$ cat src/rtl/prco_fetch_pkg.sv
// prco_fetch_pkg
//   Shared constants and state encoding for the prco instruction fetch
//   sequencer.
//   Contents:
//     ADDR_W          fetch address / PC width
//     HALT_INSTR_DEF  default instruction word that stops fetching
//     WAIT_CNT_W      width of the memory-wait counter
//     state_t         fetch FSM state encoding
//   Optional feature macro: PRCO_FETCH_BRK_EN (adds the S_BRK state).
package prco_fetch_pkg;

    localparam int          ADDR_W         = 16;
    localparam logic [15:0] HALT_INSTR_DEF = 16'hFFFF;
    localparam int          WAIT_CNT_W     = 8;

    typedef enum logic [2:0] {
        S_IDLE = 3'd0,
        S_REQ  = 3'd1,
        S_WAIT = 3'd2,
        S_EXEC = 3'd3,
        S_HALT = 3'd4
`ifdef PRCO_FETCH_BRK_EN
        , S_BRK = 3'd5
`endif
    } state_t;

endpackage

$ cat src/rtl/prco_fetch.sv
// prco_fetch
//   Instruction fetch sequencer sitting directly upstream of prco_lmem.
//   Owns the PC, issues a one-cycle fetch strobe, latches the returned word,
//   pulses the decoder, then advances or branches when the pipeline retires
//   the instruction.
//
//   Optional feature macro: PRCO_FETCH_BRK_EN
//     Adds i_brk_addr / i_brk_resume and the S_BRK breakpoint state.
//
//   Ports:
//     i_clk          clock, rising edge
//     i_reset        asynchronous active-low reset
//     i_start        level, leave IDLE and begin fetching
//     i_ce_next      pulse, current instruction retired
//     i_branch_en    take branch (sampled with i_ce_next only)
//     i_branch_addr  branch target
//     i_mem_ce_dec   memory data-valid pulse
//     i_mem_douta    memory read data
//     i_brk_addr     breakpoint address          (PRCO_FETCH_BRK_EN only)
//     i_brk_resume   leave breakpoint, refetch    (PRCO_FETCH_BRK_EN only)
//     q_ce_fetch     one-cycle fetch strobe to memory
//     q_mem_addr     fetch address (always q_pc)
//     q_pc           current program counter
//     q_instr        latched instruction word
//     q_ce_dec       one-cycle pulse to decoder, q_instr valid
//     q_halted       fetch stopped (halt word, timeout or breakpoint)
//     q_err          memory timeout, sticky until reset
//
//   state  | meaning
//   -------+--------------------------------------------------------------
//   S_IDLE | after reset, waiting for i_start
//   S_REQ  | fetch strobe to memory at q_pc, wait counter cleared
//   S_WAIT | waiting for memory data, bounded by P_WAIT_MAX cycles
//   S_EXEC | instruction handed to decoder, waiting for retirement
//   S_HALT | terminal: halt word or memory timeout, only reset leaves
//   S_BRK  | breakpoint hit on next PC, waiting for i_brk_resume
module prco_fetch
    import prco_fetch_pkg::*;
#(
    parameter logic [ADDR_W-1:0] P_RESET_PC   = 16'h0000,
    parameter logic [15:0]       P_HALT_INSTR = HALT_INSTR_DEF,
    parameter int unsigned       P_WAIT_MAX   = 4
) (
    input  logic              i_clk,
    input  logic              i_reset,
    input  logic              i_start,
    input  logic              i_ce_next,
    input  logic              i_branch_en,
    input  logic [ADDR_W-1:0] i_branch_addr,
    input  logic              i_mem_ce_dec,
    input  logic [15:0]       i_mem_douta,
`ifdef PRCO_FETCH_BRK_EN
    input  logic [ADDR_W-1:0] i_brk_addr,
    input  logic              i_brk_resume,
`endif
    output logic              q_ce_fetch,
    output logic [ADDR_W-1:0] q_mem_addr,
    output logic [ADDR_W-1:0] q_pc,
    output logic [15:0]       q_instr,
    output logic              q_ce_dec,
    output logic              q_halted,
    output logic              q_err
);

    localparam logic [WAIT_CNT_W-1:0] WAIT_MAX_C = WAIT_CNT_W'(P_WAIT_MAX);

    state_t                  state_q, state_d;
    logic [ADDR_W-1:0]       pc_q, pc_d, pc_next;
    logic [15:0]             instr_q, instr_d;
    logic [WAIT_CNT_W-1:0]   cnt_q, cnt_d, cnt_inc;
    logic                    ce_dec_q, ce_dec_d;
    logic                    halted_q, halted_d;
    logic                    err_q, err_d;

    always_ff @(posedge i_clk or negedge i_reset) begin
        if (!i_reset) begin
            state_q  <= S_IDLE;
            pc_q     <= P_RESET_PC;
            instr_q  <= '0;
            cnt_q    <= '0;
            ce_dec_q <= 1'b0;
            halted_q <= 1'b0;
            err_q    <= 1'b0;
        end else begin
            state_q  <= state_d;
            pc_q     <= pc_d;
            instr_q  <= instr_d;
            cnt_q    <= cnt_d;
            ce_dec_q <= ce_dec_d;
            halted_q <= halted_d;
            err_q    <= err_d;
        end
    end

    // Natural 16-bit add gives the FFFF -> 0000 wrap.
    assign pc_next = i_branch_en ? i_branch_addr : pc_q + 16'd1;
    assign cnt_inc = cnt_q + 1'b1;

    always_comb begin
        state_d  = state_q;
        pc_d     = pc_q;
        instr_d  = instr_q;
        cnt_d    = cnt_q;
        ce_dec_d = 1'b0;
        halted_d = halted_q;
        err_d    = err_q;

        case (state_q)
            S_IDLE: begin
                if (i_start) state_d = S_REQ;
            end

            S_REQ: begin
                cnt_d   = '0;
                state_d = S_WAIT;
            end

            S_WAIT: begin
                if (i_mem_ce_dec) begin
                    instr_d = i_mem_douta;
                    if (i_mem_douta == P_HALT_INSTR) begin
                        halted_d = 1'b1;
                        state_d  = S_HALT;
                    end else begin
                        ce_dec_d = 1'b1;
                        state_d  = S_EXEC;
                    end
                end else begin
                    cnt_d = cnt_inc;
                    if (cnt_inc == WAIT_MAX_C) begin
                        err_d    = 1'b1;
                        halted_d = 1'b1;
                        state_d  = S_HALT;
                    end
                end
            end

            S_EXEC: begin
                if (i_ce_next) begin
                    pc_d    = pc_next;
                    state_d = S_REQ;
`ifdef PRCO_FETCH_BRK_EN
                    // Break on the address about to be fetched; PC is already updated.
                    if (pc_next == i_brk_addr) begin
                        halted_d = 1'b1;
                        state_d  = S_BRK;
                    end
`endif
                end
            end

            S_HALT: begin
                state_d = S_HALT;
            end

`ifdef PRCO_FETCH_BRK_EN
            S_BRK: begin
                if (i_brk_resume) begin
                    halted_d = 1'b0;
                    state_d  = S_REQ;
                end
            end
`endif

            default: begin
                state_d = S_IDLE;
            end
        endcase
    end

    // Fetch strobe is state-decoded; decode pulse is registered on entry to
    // S_EXEC, so the two can never coincide.
    assign q_ce_fetch = (state_q == S_REQ);
    assign q_mem_addr = pc_q;
    assign q_pc       = pc_q;
    assign q_instr    = instr_q;
    assign q_ce_dec   = ce_dec_q;
    assign q_halted   = halted_q;
    assign q_err      = err_q;

endmodule

$ cat config.mk
export PLATFORM = sky130hd
export DESIGN_NAME = prco_fetch
export DESIGN_NICKNAME = d
export VERILOG_FILES = /design/src/rtl/prco_fetch_pkg.sv /design/src/rtl/prco_fetch.sv
export SDC_FILE = /design/constraint.sdc
export NUM_CORES = 1
export LEC_CHECK = 0
export ABC_AREA = 1
export BUFFER_PORTS_ARGS = -buffer_cell sky130_fd_sc_hd__buf_2
export CORE_MARGIN = 2
export CORE_UTILIZATION = 50
export CTS_CLUSTER_SIZE = 24
export DETAILED_ROUTE_END_ITERATION = 10
export MAX_ROUTING_LAYER = met4
export PLACE_DENSITY = 0.8
export SLEW_MARGIN = 20
export SYNTH_ARGS = -nofsm -noshare
export SYNTH_HDL_FRONTEND = slang
export SYNTH_SLANG_ARGS = --single-unit
$ cat constraint.sdc
create_clock -name i_clk -period 3.95 [get_ports i_clk]
set_input_delay 1.185 -clock i_clk [delete_from_list [all_inputs] [get_ports i_clk]]
set_output_delay 1.185 -clock i_clk [all_outputs]
set_load 0.03 [all_outputs]
==> metrics list, run 1 <==
- Outcome: completed
- Data required time at the worst endpoint: 2760 ps
- R2r worst-path depth: 6
- Skew final: 7.93 ps
- Non-filler cells, final: 496
- The final critical path takes up 66.3% of the cycle.
* Endpoint arrival time on the critical path: 1430 ps
- Largest net degree at the start of global routing: 47
- Averaged over all synthesized cells, the footprint is 7.37 sq um.
- Total of warnings raised by yosys: 0
- The first global-routing pass estimated 10300 um of wire.
* Met2 capacity usage during global routing: 37.5%
- The congestion estimate from routability-driven global placement came to 0.960.
- The number of setup buffers added after CTS is 0.
* PD cells: 821 nW/um^2
- The synthesized design contains 46 register bits.
* Area of all placed cells without fillers: 3070 sq um
- Critical path launch point type: register
- The clock net in this run drives a total of 46 sinks.
* Post-detailed-route count of antenna-violating nets: 0
* Number of search-and-repair iterations in the first detailed-routing pass: 5
- Slew at the pin closest to its max-slew limit: 617 ps
- Pin placement for this block handled 90 I/O pins.
- Of the synthesized area, sequential elements account for 44.4%.
- Clock latency on the worst-skew pair: 300 ps
- Number of different library cells in the post-synthesis netlist: 32
- Synthesis produced 352 cells.
- The number of global-route vias before repair was 2374.
* Total vias in the final route: 2560
- Cell Area, Synth: 2590 sq um
* Net count of the finished layout: 465
* Number of rows created at floorplan: 26
- The library cell used most frequently in the layout, excluding fill and tap cells, is nand2_1.
- CTS built an H-tree with a depth of 2.
* Setup Crit Path Kind: register to primary output
- Post-route DRC: 0
* Die height: 76.0 um
* Number of slew-limit violations in the final report: 0
- Area Overhead vs Synth: 18.3%
- Detailed placement ended at an HPWL of 4500 um.
- Post-Place Cells: 488
- Leaving out fill and tap cells, the most frequent cells in the layout are nand2_1 (114), buf_2 (88), dfrtp_1 (46).
- For this run, the total global-route usage over all layers was measured as 22.7%.
* Maximum resistive drop on vdd: 0.000435 V
* Global-route met3 utilization: 4.62%
- Grt ovf: 0
* Placement-stage cell area: 2960 sq um
* CTS root buffer: clkbuf_8
- In the routed layout, each cell is associated on average with a via count of 5.16.
* Highest net fanout along the worst path: 5
* Total of max-cap violations: 0
* Post_cts resized: 0
* Filler cell count in the final layout: 444
- Antenna diode count: 0
- The die covers 5780 sq um.
- Area of the core region: 5040 sq um
- After clock tree synthesis, the flow added hold-fix buffers numbering 0.
* Starting utilization of the core area: 51.5%
* Setup TNS: 0 ps
- Worst min-delay path class: register to register
- Leakage dissipation: 1.66 nW
* Minimum setup slack after placement: 1540 ps
- Initial antenna violation count: 0
* Final Util: 60.9%
- Global routing used 27.0% of the available met1 tracks.
- STA classifies the critical path endpoint as a primary output.
- The hold violation total from the final report came to 0.
- Hold timing on the final database bottoms out at a slack of 469 ps.
- Static timing analysis puts the maximum clock frequency at 0.382 GHz.
- TritonCTS built the clock tree.
* Die extent in x: 76.0 um
* Final setup violating endpoints: 0
- The global routing stage identified its most utilized layer as met2.
- The final layout contains routed wiring with a total length of 6140 um.
- Headroom to the max-slew limit came out at 58.8%.
- Number of buffers on the longest clock path: 2
* Port buffer count: 89
- Min-Delay Path Depth: 2
- Final WS setup: 1330 ps
* Clk slew on worst S/H paths: 90 ps
- Setup repair after global routing missed its margin: false
* Routed length per placed instance: 12.4 um
* Fraction of layout cells with a size suffix above 1: 24.2%
* Number of nets in the synthesized netlist: 392
- Subtracting the final worst setup slack from the clock period gives 2620 ps.
* Total power of the final layout: 2.52 mW
- Cts bufs inserted: 5
- After the first detailed-routing iteration, the DRC count stood at 202.
## worst max-delay path, cell delays in order (launching register included)
cell     delay [ps]
dfrtp_1         470
nor3_1          390
buf_2           280
## routing by layer
| layer | vias to the layer above | share of wire (%) |
|---|---|---|
| li1 | 1268 | - |
| met1 | 1181 | 42 |
| met2 | 101 | 49 |
| met3 | 10 | 7.0 |
| met4 | 0 | 2.0 |
| met5 | - | 0 |
## registers in the layout (all words and copies together), names as in the netlist
register,count
cnt_q,8
q_ce_dec,1
q_err,1
q_halted,1
q_instr,16
q_mem_addr,16
state_q,3
## where the power goes
part	switching (mW)	leakage, nW	internal (mW)	total [mW]
combinational	0.967	1.03	0.366	1.33
clock	0.154	0.0524	0.189	0.343
sequential	0.185	0.572	0.660	0.845
total	1.31	1.66	1.22	2.52
## synthesized netlist by cell type
master | instances | area [sq um]
nand2_1 | 114 | 428
dfrtp_1 | 46 | 1150
inv_1 | 37 | 139
o21ai_0 | 31 | 155
nor2_1 | 28 | 105
nand3_1 | 22 | 110
buf_4 | 17 | 128
nand4_1 | 9 | 56.3
nor3_1 | 6 | 30.0
o22ai_1 | 6 | 37.5
a21oi_1 | 5 | 25.0
a22oi_1 | 5 | 37.5
clkbuf_1 | 3 | 11.3
inv_2 | 3 | 11.3
buf_6 | 2 | 22.5
ha_1 | 2 | 25.0
a21o_1 | 1 | 7.51
a31oi_1 | 1 | 6.26
and2_1 | 1 | 6.26
buf_2 | 1 | 5.00
clkinv_1 | 1 | 3.75
nand2_2 | 1 | 6.26
nor2_4 | 1 | 11.3
nor3_2 | 1 | 10.0
nor3_4 | 1 | 16.3
nor3b_1 | 1 | 7.51
o211ai_1 | 1 | 7.51
o21ai_1 | 1 | 5.00
o21bai_1 | 1 | 7.51
o31ai_1 | 1 | 7.51
or2_2 | 1 | 6.26
xor2_1 | 1 | 8.76
## layout make-up
type                       instances  area (sq um)  area share, %
clock buffer                       7          76.3           2.49
timing repair buffer              89           448           14.6
multi-input combinational        242          1120           36.6
sequential                        46          1150           37.5
inverter                          41           154           5.01
tap                               70          87.6           2.85
clock inverter                     1          30.0          0.978
## path summary, 6_finish.rpt
path | endpoint | start | slack, ps
setup / recovery | q_ce_fetch | state_q[2] | 1330
min in group asynchronous | q_mem_addr[6] | i_reset | 870
hold reg to reg | q_halted | q_halted | 470
setup reg to reg | q_instr[0] | state_q[2] | 2160
max in group asynchronous | state_q[0] | i_reset | 2670
hold / removal | q_halted | q_halted | 470
## kinds of logic (layout without fill, tap and decap cells)
logic type	Yosys count	count (layout)	share of synthesized area, %
DFF	46	46	44.4
adders and majority gates	2	2	0.964
and+or+nand+nor	186	186	30.6
AOI/OAI and AO/OA	53	53	11.4
buffers and inverters	64	138	12.3
xor gates and xnor gates	1	1	0.338
(Power assumes the default switching activity.)
==> run 2: changes to the inputs <==
- CORE_UTILIZATION: 50 -> 45
- PLACE_DENSITY: 0.8 -> 0.76
- clock period: 3.95 -> 2.2 ns (I/O delays scaled with it)
==> run 2 against run 1 <==
Effect of this change: worst setup slack got worse by 1100 ps; final cell count up 1.0%; sequential cell count stayed put; die area rose by 11%; clock-buffer cell count fell by 2; routed wire length shrank 0.18%; clock skew fell by 1.9 ps; clock power rose by 120%; global-route usage down 2.3 points; register-to-register slack worse by 1700 ps; worst hold slack got worse by 31 ps.
==> metrics list, run 2 (same netlist as run 1, synthesis figures left out) <==
- Fraction of layout cells with a size suffix above 1: 25.2% (was 24.2%)
* Launching element of the worst setup path: state_q[2] (unchanged)
- Placer Congestion: 0.949 (was 0.960)
- The area growth from synthesis to final layout was 20.4% (was 18.3%).
* Post_cts resized: 0 (unchanged)
- The data required time of the critical path came to 1540 ps (was 2760 ps).
- Post-Place Cells: 493 (was 488)
- R2r worst-path depth: 8 (was 6)
- Setup repair after global routing missed its margin: false (unchanged)
- FF-to-FF Start: q_mem_addr[0] (was state_q[2])
- Min Tclk post-route: 2010 ps
- The total clock sinks came to 46 (unchanged).
* Die height: 79.9 um (was 76.0 um)
- Setup Crit Path Kind: register to primary output (unchanged)
* Slew at the pin closest to its max-slew limit: 617 ps (about the same)
* Post-route DRC: 0 (unchanged)
- CTS tree: yes (unchanged)
- Number of H-tree branching levels: 2 (unchanged)
* Port buffer count: 89 (unchanged)
- The number of antenna violations at the first check in global routing is 0 (unchanged).
- Total track usage: 20.4% (was 22.7%)
- The critical path endpoint was q_ce_fetch (unchanged).
* Commonest cells after routing, fill and taps aside: nand2_1 (114), buf_2 (89), dfrtp_1 (46) (was nand2_1 (114), buf_2 (88), dfrtp_1 (46))
- Final setup violating endpoints: 0 (unchanged)
- Endpoint of the most critical register-to-register path: q_mem_addr[14] (was q_instr[0])
- Flop-to-flop setup slack: 480 ps (was 2160 ps)
- The final critical path takes up 91.4% of the cycle.
- Cts bufs inserted: 5 (unchanged)
- The post-layout net count came to 468 (was 465).
- The type of destination of the critical path is a primary output (unchanged).
* Maximum resistive drop on vdd: 0.000730 V (was 0.000435 V)
* Final number of hold-violating endpoints: 0 (unchanged)
- The maximum fanout encountered on the critical timing path came to 5 (unchanged).
- The worst setup margin came to 189 ps (was 1330 ps).
* Max stage delay cell, worst path: dfrtp_1 (unchanged)
* Critical path launch point type: register (unchanged)
* Minimum setup slack after placement: 325 ps (was 1540 ps)
- Commonest non-fill, non-tap cell in the layout: nand2_1 (unchanged)
- Critical Path, Cell by Cell: nor3_1, buf_2 (unchanged).
- Via count of the first global-routing pass: 2316 (was 2374)
- Setup TNS: 0 ps (unchanged)
- Drt first-iter violations: 130 (was 202)
- Starting utilization of the core area: 46.8% (was 51.5%)
- The type of the worst min-delay path is input pin to asynchronous set/reset pin (was register to register).
- The max-capacitance violation count was 0 (unchanged).
- Grt ovf: 0 (unchanged)
- Total vias in the final route: 2518 (was 2560)
- The clock tree root driver cell is clkbuf_8 (unchanged).
* Number of ports placed on the die boundary: 90 (unchanged)
* Max Fclk: 0.497 GHz
- The final routed wirelength across all metal layers came to 6130 um (was 6140 um).
- The signal arrival time at the worst endpoint was 1350 ps (was 1430 ps).
- Final-layout worst hold slack: 439 ps (was 469 ps)
* Total half-perimeter wirelength after legalization and detailed placement: 4600 um (was 4500 um)
* Leakage dissipation: 1.69 nW (was 1.66 nW)
* Cts-stage hold buffer count: 0 (unchanged)
* Maximum single-stage delay on the critical path: 460 ps (was 470 ps)
* PD cells: 1500 nW/um^2 (was 821 nW/um^2)
- The final-report max-slew violation count came to 0 (unchanged).
- Routed via count divided by cell count: 5.03 (was 5.16)
- The maximum number of pins on one net before global-route repair came to 47 (unchanged).
- The clock-pin slew reported for the worst setup and hold paths after clock tree synthesis is 90 ps (about the same).
* Number of search-and-repair iterations in the first detailed-routing pass: 4 (was 5)
- The final core area utilization came to 56.4% (was 60.9%).
- Number of rows created at floorplan: 27 (was 26)
- Area of all placed cells without fillers: 3120 sq um (was 3070 sq um)
* Post-detailed-route count of antenna-violating nets: 0 (unchanged)
- The total placed instance area is 2990 sq um (was 2960 sq um).
- Outcome: completed (unchanged).
* Die extent in x: 79.9 um (was 76.0 um)
* Skew final: 6.01 ps (was 7.93 ps)
* Clock latency on the worst-skew pair: 300 ps (about the same)
- Area of the core region: 5540 sq um (was 5040 sq um)
* Full die area: 6390 sq um (was 5780 sq um)
- Number of buffers on the longest clock path: 2 (unchanged)
* Total power of the final layout: 4.68 mW (was 2.52 mW)
* Antenna diode count: 0 (unchanged)
* Wire length of the first global-routing pass: 10100 um (was 10300 um)
- Non-filler cells, final: 501 (was 496)
- Routed length per placed instance: 12.2 um (was 12.4 um)
* Relative slew margins: 58.8% (about the same)
* Buffers inserted by post-CTS timing repair: 0 (unchanged)
run 2: cell types whose count changed in the layout (fill, tap and decap cells not counted):
cell and delta:
clkinv_4 +1, buf_4 +2, clkbuf_1 -2, buf_2 +1, bufinv_16 +1
run 2: report_power, final:
group          internal, mW  leakage [nW]  total, mW  switching, mW
registers              1.18         0.572       1.51          0.328
clock network         0.455        0.0683      0.756          0.301
logic                 0.668          1.04       2.41           1.74
total                  2.31          1.69       4.68           2.37
run 2: final cells by class:
class                   count  area [sq um]
repair buffers             92           468
clock buffers               5          68.8
flip-flops and latches     46          1150
multi-input cells         242          1120
well taps                  72          90.1
inverters                  41           154
fillers                   541          2420
clock inverters             3          68.8
run 2: critical path, delay by kind of cell, from the launching register on:
| family | cells | cell delay (ps) |
|---|---|---|
| DFF | 1 | 460 |
| and+or+nand+nor | 1 | 330 |
| buffers and inverters | 1 | 270 |
run 2: how the worst min path moves through the flow:
stage	depth (start not counted)	to	slack (ps)	from
after global routing	2	q_instr[14]	480	i_reset
after floorplan	0	cnt_q[0]	360	i_reset
final	2	q_mem_addr[6]	440	i_reset
after CTS	2	q_mem_addr[6]	450	i_reset
after detailed placement	2	q_halted	460	q_halted
after global placement	2	q_halted	450	q_halted
run 2: per-layer routing:
layer  track usage (%)  wire [um]
met1              25.5       2770
met2              33.0       2870
met3              4.64        405
met4              6.27         91
met5                 -          0
